File: src/rtl/fp_div_pkg.sv
// rtl/fp_div_pkg.sv - shared types and constants for the FP divide/sqrt arbiter
package fp_div_pkg;

  typedef enum logic [1:0] {
    IDLE = 2'd0,
    BUSY = 2'd1,
    DONE = 2'd2
  } state_t;

  localparam int LANE_U1 = 0;
  localparam int LANE_U3 = 1;
  localparam int LANE_U5 = 2;

  localparam int DIV_LAT_D_DEF = 28;
  localparam int DIV_LAT_S_DEF = 14;

endpackage

File: src/rtl/rr_arb3.sv
// rtl/rr_arb3.sv - combinational 3-way round-robin arbiter
module rr_arb3
  import fp_div_pkg::*;
(
  input  logic [2:0] req,
  input  logic       en,
  input  logic [1:0] ptr,
  output logic [2:0] gnt,
  output logic [1:0] next_ptr
);

  logic [2:0] rot;
  logic [2:0] g_rot;

  // Rotate so the lane named by ptr sits in bit 0, pick lowest set bit, rotate back
  always_comb begin
    rot   = 3'b000;
    g_rot = 3'b000;
    gnt   = 3'b000;
    if (en) begin
      case (ptr)
        2'd1:    rot = {req[0], req[2], req[1]};
        2'd2:    rot = {req[1], req[0], req[2]};
        default: rot = req;
      endcase
    end
    if (rot[0])      g_rot = 3'b001;
    else if (rot[1]) g_rot = 3'b010;
    else if (rot[2]) g_rot = 3'b100;
    case (ptr)
      2'd1:    gnt = {g_rot[1], g_rot[0], g_rot[2]};
      2'd2:    gnt = {g_rot[0], g_rot[2], g_rot[1]};
      default: gnt = g_rot;
    endcase
  end

  // Pointer moves to the lane after the winner, wrapping u5 back to u1
  always_comb begin
    next_ptr = ptr;
    if (gnt[LANE_U1])      next_ptr = 2'd1;
    else if (gnt[LANE_U3]) next_ptr = 2'd2;
    else if (gnt[LANE_U5]) next_ptr = 2'd0;
  end

endmodule

File: src/rtl/fpu_div_arbiter.sv
// rtl/fpu_div_arbiter.sv - shares one iterative FP div/sqrt unit among three issue lanes
module fpu_div_arbiter
  import fp_div_pkg::*;
#(
  parameter int DIV_LAT_D = DIV_LAT_D_DEF,
  parameter int DIV_LAT_S = DIV_LAT_S_DEF,
  parameter int TAG_W     = 14
) (
  input  logic             clk,
  input  logic             rst,
  input  logic [2:0]       req_valid,
  input  logic [2:0]       req_dbl,
  input  logic [2:0]       req_sqrt,
  input  logic [TAG_W-1:0] req_tag0,
  input  logic [TAG_W-1:0] req_tag1,
  input  logic [TAG_W-1:0] req_tag2,
  output logic [2:0]       req_ready,
  input  logic             flush,
  input  logic [2:0]       flush_lane,
  output logic             div_start,
  output logic             div_dbl,
  output logic             div_sqrt,
  output logic             div_abort,
  output logic             busy,
  output logic [2:0]       ret_en,
  output logic [TAG_W-1:0] ret_tag
);

  localparam int CNT_W = $clog2((DIV_LAT_D > DIV_LAT_S) ? DIV_LAT_D : DIV_LAT_S);
  localparam logic [CNT_W-1:0] LOAD_D = CNT_W'(DIV_LAT_D - 1);
  localparam logic [CNT_W-1:0] LOAD_S = CNT_W'(DIV_LAT_S - 1);

  state_t           state_q, state_d;
  logic [1:0]       ptr_q;
  logic [1:0]       next_ptr;
  logic [CNT_W-1:0] cnt_q;
  logic [2:0]       lane_q;
  logic [TAG_W-1:0] tag_q;
  logic             dbl_q, sqrt_q;
  logic             start_q, abort_q;

  logic [2:0]       req_masked;
  logic [2:0]       gnt;
  logic             grant;
  logic             arb_en;
  logic             flush_hit;
  logic [TAG_W-1:0] tag_sel;

  // A lane being flushed this cycle must not win the unit
  assign req_masked = req_valid & ~(flush ? flush_lane : 3'b000);
  assign arb_en     = (state_q == IDLE) || (state_q == DONE);
  assign grant      = |gnt;
  assign req_ready  = gnt;
  assign flush_hit  = flush && |(flush_lane & lane_q);

  rr_arb3 u_arb (
    .req      (req_masked),
    .en       (arb_en),
    .ptr      (ptr_q),
    .gnt      (gnt),
    .next_ptr (next_ptr)
  );

  // Pick the retire tag of the winning lane
  always_comb begin
    tag_sel = '0;
    if (gnt[LANE_U1])      tag_sel = req_tag0;
    else if (gnt[LANE_U3]) tag_sel = req_tag1;
    else if (gnt[LANE_U5]) tag_sel = req_tag2;
  end

  // Next-state logic; an abort in BUSY wins over reaching the last count
  always_comb begin
    state_d = state_q;
    case (state_q)
      IDLE:    if (grant) state_d = BUSY;
      BUSY: begin
        if (flush_hit)            state_d = IDLE;
        else if (cnt_q == '0)     state_d = DONE;
      end
      DONE:    state_d = grant ? BUSY : IDLE;
      default: state_d = IDLE;
    endcase
  end

  // State register
  always_ff @(posedge clk or negedge rst) begin
    if (!rst) state_q <= IDLE;
    else      state_q <= state_d;
  end

  // Request latches, round-robin pointer and latency down-counter
  always_ff @(posedge clk or negedge rst) begin
    if (!rst) begin
      ptr_q  <= 2'd0;
      cnt_q  <= '0;
      lane_q <= 3'b000;
      tag_q  <= '0;
      dbl_q  <= 1'b0;
      sqrt_q <= 1'b0;
    end else if (grant) begin
      ptr_q  <= next_ptr;
      cnt_q  <= (|(gnt & req_dbl)) ? LOAD_D : LOAD_S;
      lane_q <= gnt;
      tag_q  <= tag_sel;
      dbl_q  <= |(gnt & req_dbl);
      sqrt_q <= |(gnt & req_sqrt);
    end else if (state_q == BUSY && cnt_q != '0) begin
      cnt_q  <= cnt_q - 1'b1;
    end
  end

  // One-cycle start and abort pulses to the shared unit
  always_ff @(posedge clk or negedge rst) begin
    if (!rst) begin
      start_q <= 1'b0;
      abort_q <= 1'b0;
    end else begin
      start_q <= grant;
      abort_q <= (state_q == BUSY) && flush_hit;
    end
  end

  assign div_start = start_q;
  assign div_abort = abort_q;
  assign busy      = (state_q == BUSY);
  assign div_dbl   = busy && dbl_q;
  assign div_sqrt  = busy && sqrt_q;
  assign ret_en    = (state_q == DONE) ? lane_q : 3'b000;
  assign ret_tag   = (state_q == DONE) ? tag_q : '0;

endmodule

File: config.mk
export PLATFORM = sky130hd
export DESIGN_NAME = fpu_div_arbiter
export DESIGN_NICKNAME = d
export VERILOG_FILES = /design/src/rtl/fp_div_pkg.sv /design/src/rtl/rr_arb3.sv /design/src/rtl/fpu_div_arbiter.sv
export SDC_FILE = /design/constraint.sdc
export NUM_CORES = 1
export LEC_CHECK = 0
export ABC_AREA = 1
export CAP_MARGIN = 20
export CORE_MARGIN = 10
export CORE_UTILIZATION = 25
export CTS_CLUSTER_SIZE = 28
export DETAILED_ROUTE_END_ITERATION = 12
export GPL_TIMING_DRIVEN = 0
export PLACE_DENSITY = 0.6
export SYNTH_ARGS = -nofsm -noshare
export SYNTH_HDL_FRONTEND = slang
export SYNTH_SLANG_ARGS = --single-unit
File: constraint.sdc
create_clock -name clk -period 3.7 [get_ports clk]
set_clock_uncertainty 0.2 [all_clocks]
set_input_delay 1.11 -clock clk [delete_from_list [all_inputs] [get_ports clk]]
set_output_delay 1.11 -clock clk [all_outputs]
set_load 0.05 [all_outputs]
==> flow_metrics.py <==
metrics = {
    "placement": {
        "portBuffers": 81,
        "dp.cells": 476,
        "hpwlAfterDp_mm": 5.10,
        "gp_congestion": 0.832,
    },
    "yosys": {
        "synth_top_family_by_area": "simple AND/OR/NAND/NOR gates",
        "yosys_warnings": 0,
        "ys_ff_latch": 29,
        "synthAdderAreaFrac_pct": 2.56,
        "synthesis.nets": 354,
        "synth_ff_type": "dfrtp_1",
        "synth_compound_area_share_pct": 7.80,
        "ys_seq_area_share_pct": 37.1,
        "synthSimpleGateAreaFrac_pct": 40.0,
        "synth_edf_count": 0,
        "synth_cells": 293,
        "syn-cell-area_um2": 1960,
        "ys_types": 26,
        "yosys.area_share.xor_xnor_pct": 1.34,
        "async_flop_share_pct": 100,
        "synthMuxAreaShare_pct": 0,
        "avgSynthCellArea_um2": 6.68,
    },
    "sta": {
        "rsz0062_at_grt": "yes",
        "period_share_pct": 101,
        "finalMaxSlewViolations": 0,
        "max_freq_mhz": 269,
        "period_needed_ps": 3720,
        "holdWs_ps": 296,
        "tightest_slew_ps": 708,
        "final_hold_viol_count": 0,
        "setup_slack_ps": -22.5,
        "slew_headroom_pct": 52.8,
        "finalSetupViolations": 2,
    },
    "clock_network": {
        "insertion_delay_ps": 280,
        "cts_tree": "yes",
        "cts_buffers": 5,
        "clockBufferDepth": 2,
        "clk_transition_reported_paths_ps": 60,
        "cts_sinks": 29,
        "htree_levels": 2,
        "root_buffer": "clkbuf_8",
    },
    "grt": {
        "grt_pass1_wl_mm": 10.9,
        "grt_max_degree": 30,
        "grt_pass1_vias": 2297,
        "grtUsageTotal_pct": 11.7,
        "grt_antenna_before_repair": 0,
        "grt_overflow": 0,
    },
    "power": {
        "p_per_area_nw_per_um2": 985,
        "p_leak_uw": 0.00172,
        "vdd_drop_max_uv": 411,
    },
    "outcome": {
        "violations": "negative setup slack",
        "status": "finished with violations",
    },
    "worst_setup_path": {
        "critical-path-slowest-cell": "clkdlybuf4s15_2",
        "rr_worst_depth": 26,
        "critPathKind": "in2out",
        "path_max_fanout": 5,
        "end_kind": "primary output",
        "r2r-start": "ptr_q[1]",
        "path_cells": "clkdlybuf4s15_2 -> nand2_2 -> a21oi_2 -> nand2_4 -> nand4_1 -> nand3_2 -> nand2_4 -> inv_2 -> buf_6 -> buf_4 -> buf_8",
        "r2r_slack_ps": 150,
        "cp_common_cell": "nand2_4",
        "slowest_delay_ps": 200,
        "crit_arrival_ps": 2410,
        "critPathLaunchType": "primary input",
        "required_ps": 2390,
        "r2r-end": "cnt_q[4]",
    },
    "detailed_routing": {
        "drc": 0,
        "drt_iter0_markers": 96,
        "viasPerCell": 4.45,
        "ant_nets": 0,
        "drtPass1Iterations": 5,
        "drt-wirelength-per-cell_um": 13.7,
        "dr_total_vias": 2248,
        "finalWirelength_mm": 6.94,
    },
    "final_layout": {
        "drive_above_1_share_pct": 20.3,
        "finalNetCount": 464,
        "final.fill_count": 859,
        "final_util_pct": 42.2,
        "synthToLayoutAreaGrowth_pct": 65.6,
        "final_cells": 505,
        "diodes": 0,
    },
    "flow_run": {
        "drv_cap": 0,
    },
    "hold_path": {
        "hold_path_end": "tag_q[13]",
        "min_from": "tag_q[13]",
        "worstHoldPathCells": 2,
        "hold_class": "reg2reg",
    },
    "floorplanning": {
        "die_w_um": 108,
        "num_rows": 32,
        "start_util_pct": 25.5,
        "dieArea_um2": 11800,
        "die_h_um": 108,
        "io_pins": 82,
        "core_area_um2": 7690,
    },
}
-- Yosys cell counts (6+ instances only) --
cell type | count | area [µm²]
nand2_1 | 108 | 405
nand3_1 | 35 | 175
inv_1 | 30 | 113
dfrtp_1 | 29 | 726
nor2_1 | 23 | 86.3
o21ai_1 | 12 | 60.1
o21ai_0 | 8 | 40.0
nand4_1 | 7 | 43.8
buf_2 | 6 | 30.0
nand2_2 | 6 | 37.5
-- worst max-delay path: cells and delay by family --
kind / cells / cell delay (ps)
buffers and inverters: 5 / 640
AND/OR/NAND/NOR: 5 / 500
AO/OA/AOI/OAI: 1 / 180
-- sequential cells by signal, indices dropped and copies added (netlist names) --
signal and flops:
div_abort 1, cnt_q 5, dbl_q 1, lane_q 3
tag_q 14, ptr_q 1, div_start 1, state_q 2
sqrt_q 1
-- cell families after synthesis --
kind of cell | after synthesis
AO/OA/AOI/OAI | 27
XOR/XNOR | 3
adder cells (fa/ha/maj) | 4
buffers and inverters | 47
flip-flops | 29
AND/OR/NAND/NOR | 183
-- cells in the final DEF (no fill, tap or decap), drive strengths merged, types with 9 or more instances in the layout --
master and n:
dfrtp 29, buf 41, nand3 35, nor2 25, clkdlybuf4s50 60, nand2 115
inv 35, o21ai 20, dlymetal6s2s 10, clkbuf 9
-- worst max-delay path by stage --
| stage | startpoint | to | slack, ps | cells past startpoint |
|---|---|---|---|---|
| 2_1_floorplan | flush_lane[2] | req_ready[0] | 140 | 11 |
| 5_1_grt | flush | cnt_q[1] | -130 | 24 |
| 3_5_place_dp | flush | req_ready[0] | -1500 | 12 |
| 4_1_cts | flush | req_ready[0] | 2 | 12 |
| 3_3_place_gp | flush | req_ready[0] | -1490 | 12 |
| 6_report | req_valid[0] | req_ready[0] | -20 | 11 |
-- power breakdown --
| part | leakage (µW) | switching (µW) | total [µW] | internal [µW] |
|---|---|---|---|---|
| Clock | 0.0000443 | 122 | 269 | 147 |
| Sequential | 0.000350 | 84.9 | 575 | 490 |
| Combinational | 0.00132 | 1390 | 2350 | 957 |
| Total | 0.00172 | 1600 | 3190 | 1590 |
-- layout make-up --
type                       count  area [µm²]  area share [%]
multi-input combinational    217        1070            33.2
tap                          102         128            3.94
clock buffer                   7        86.3            2.66
inverter                      35         139            4.29
buffer                        10        76.3            2.36
timing repair buffer         105        1010            31.2
sequential                    29         726            22.4
-- per-layer routing --
layer  vias to the layer above  wire length, µm  GRT usage, %
li1                       1135                -             -
met1                      1011             2990          14.0
met2                        92             3160          18.3
met3                        10              688          5.47
met4                         0               94          3.39
met5                         -                0             0
-- metrics by stage --
| step | area, µm² | TNS (ps) | power (µW) | worst slack [ps] |
|---|---|---|---|---|
| floorplan | 1960 | 0 | 1990 | 138 |
| global placement | 2900 | -3840 | 2510 | -1490 |
| detailed placement | 2890 | -3870 | 2540 | -1500 |
| CTS | 3130 | 0 | 3090 | 1.68 |
| global route | 3240 | -510 | 3500 | -127 |
| finish | 3240 | -36.9 | 3190 | -22.5 |
-- what timing repair did --
| item | in CTS | in global routing |
|---|---|---|
| setup buffers | 16 | 8 |
| gates resized for setup | 66 | 21 |
| pin swaps | 13 | 10 |
| hold buffers | 0 | 0 |
| setup endpoints to repair | 3 | 17 |
(Power assumes the default switching activity.)
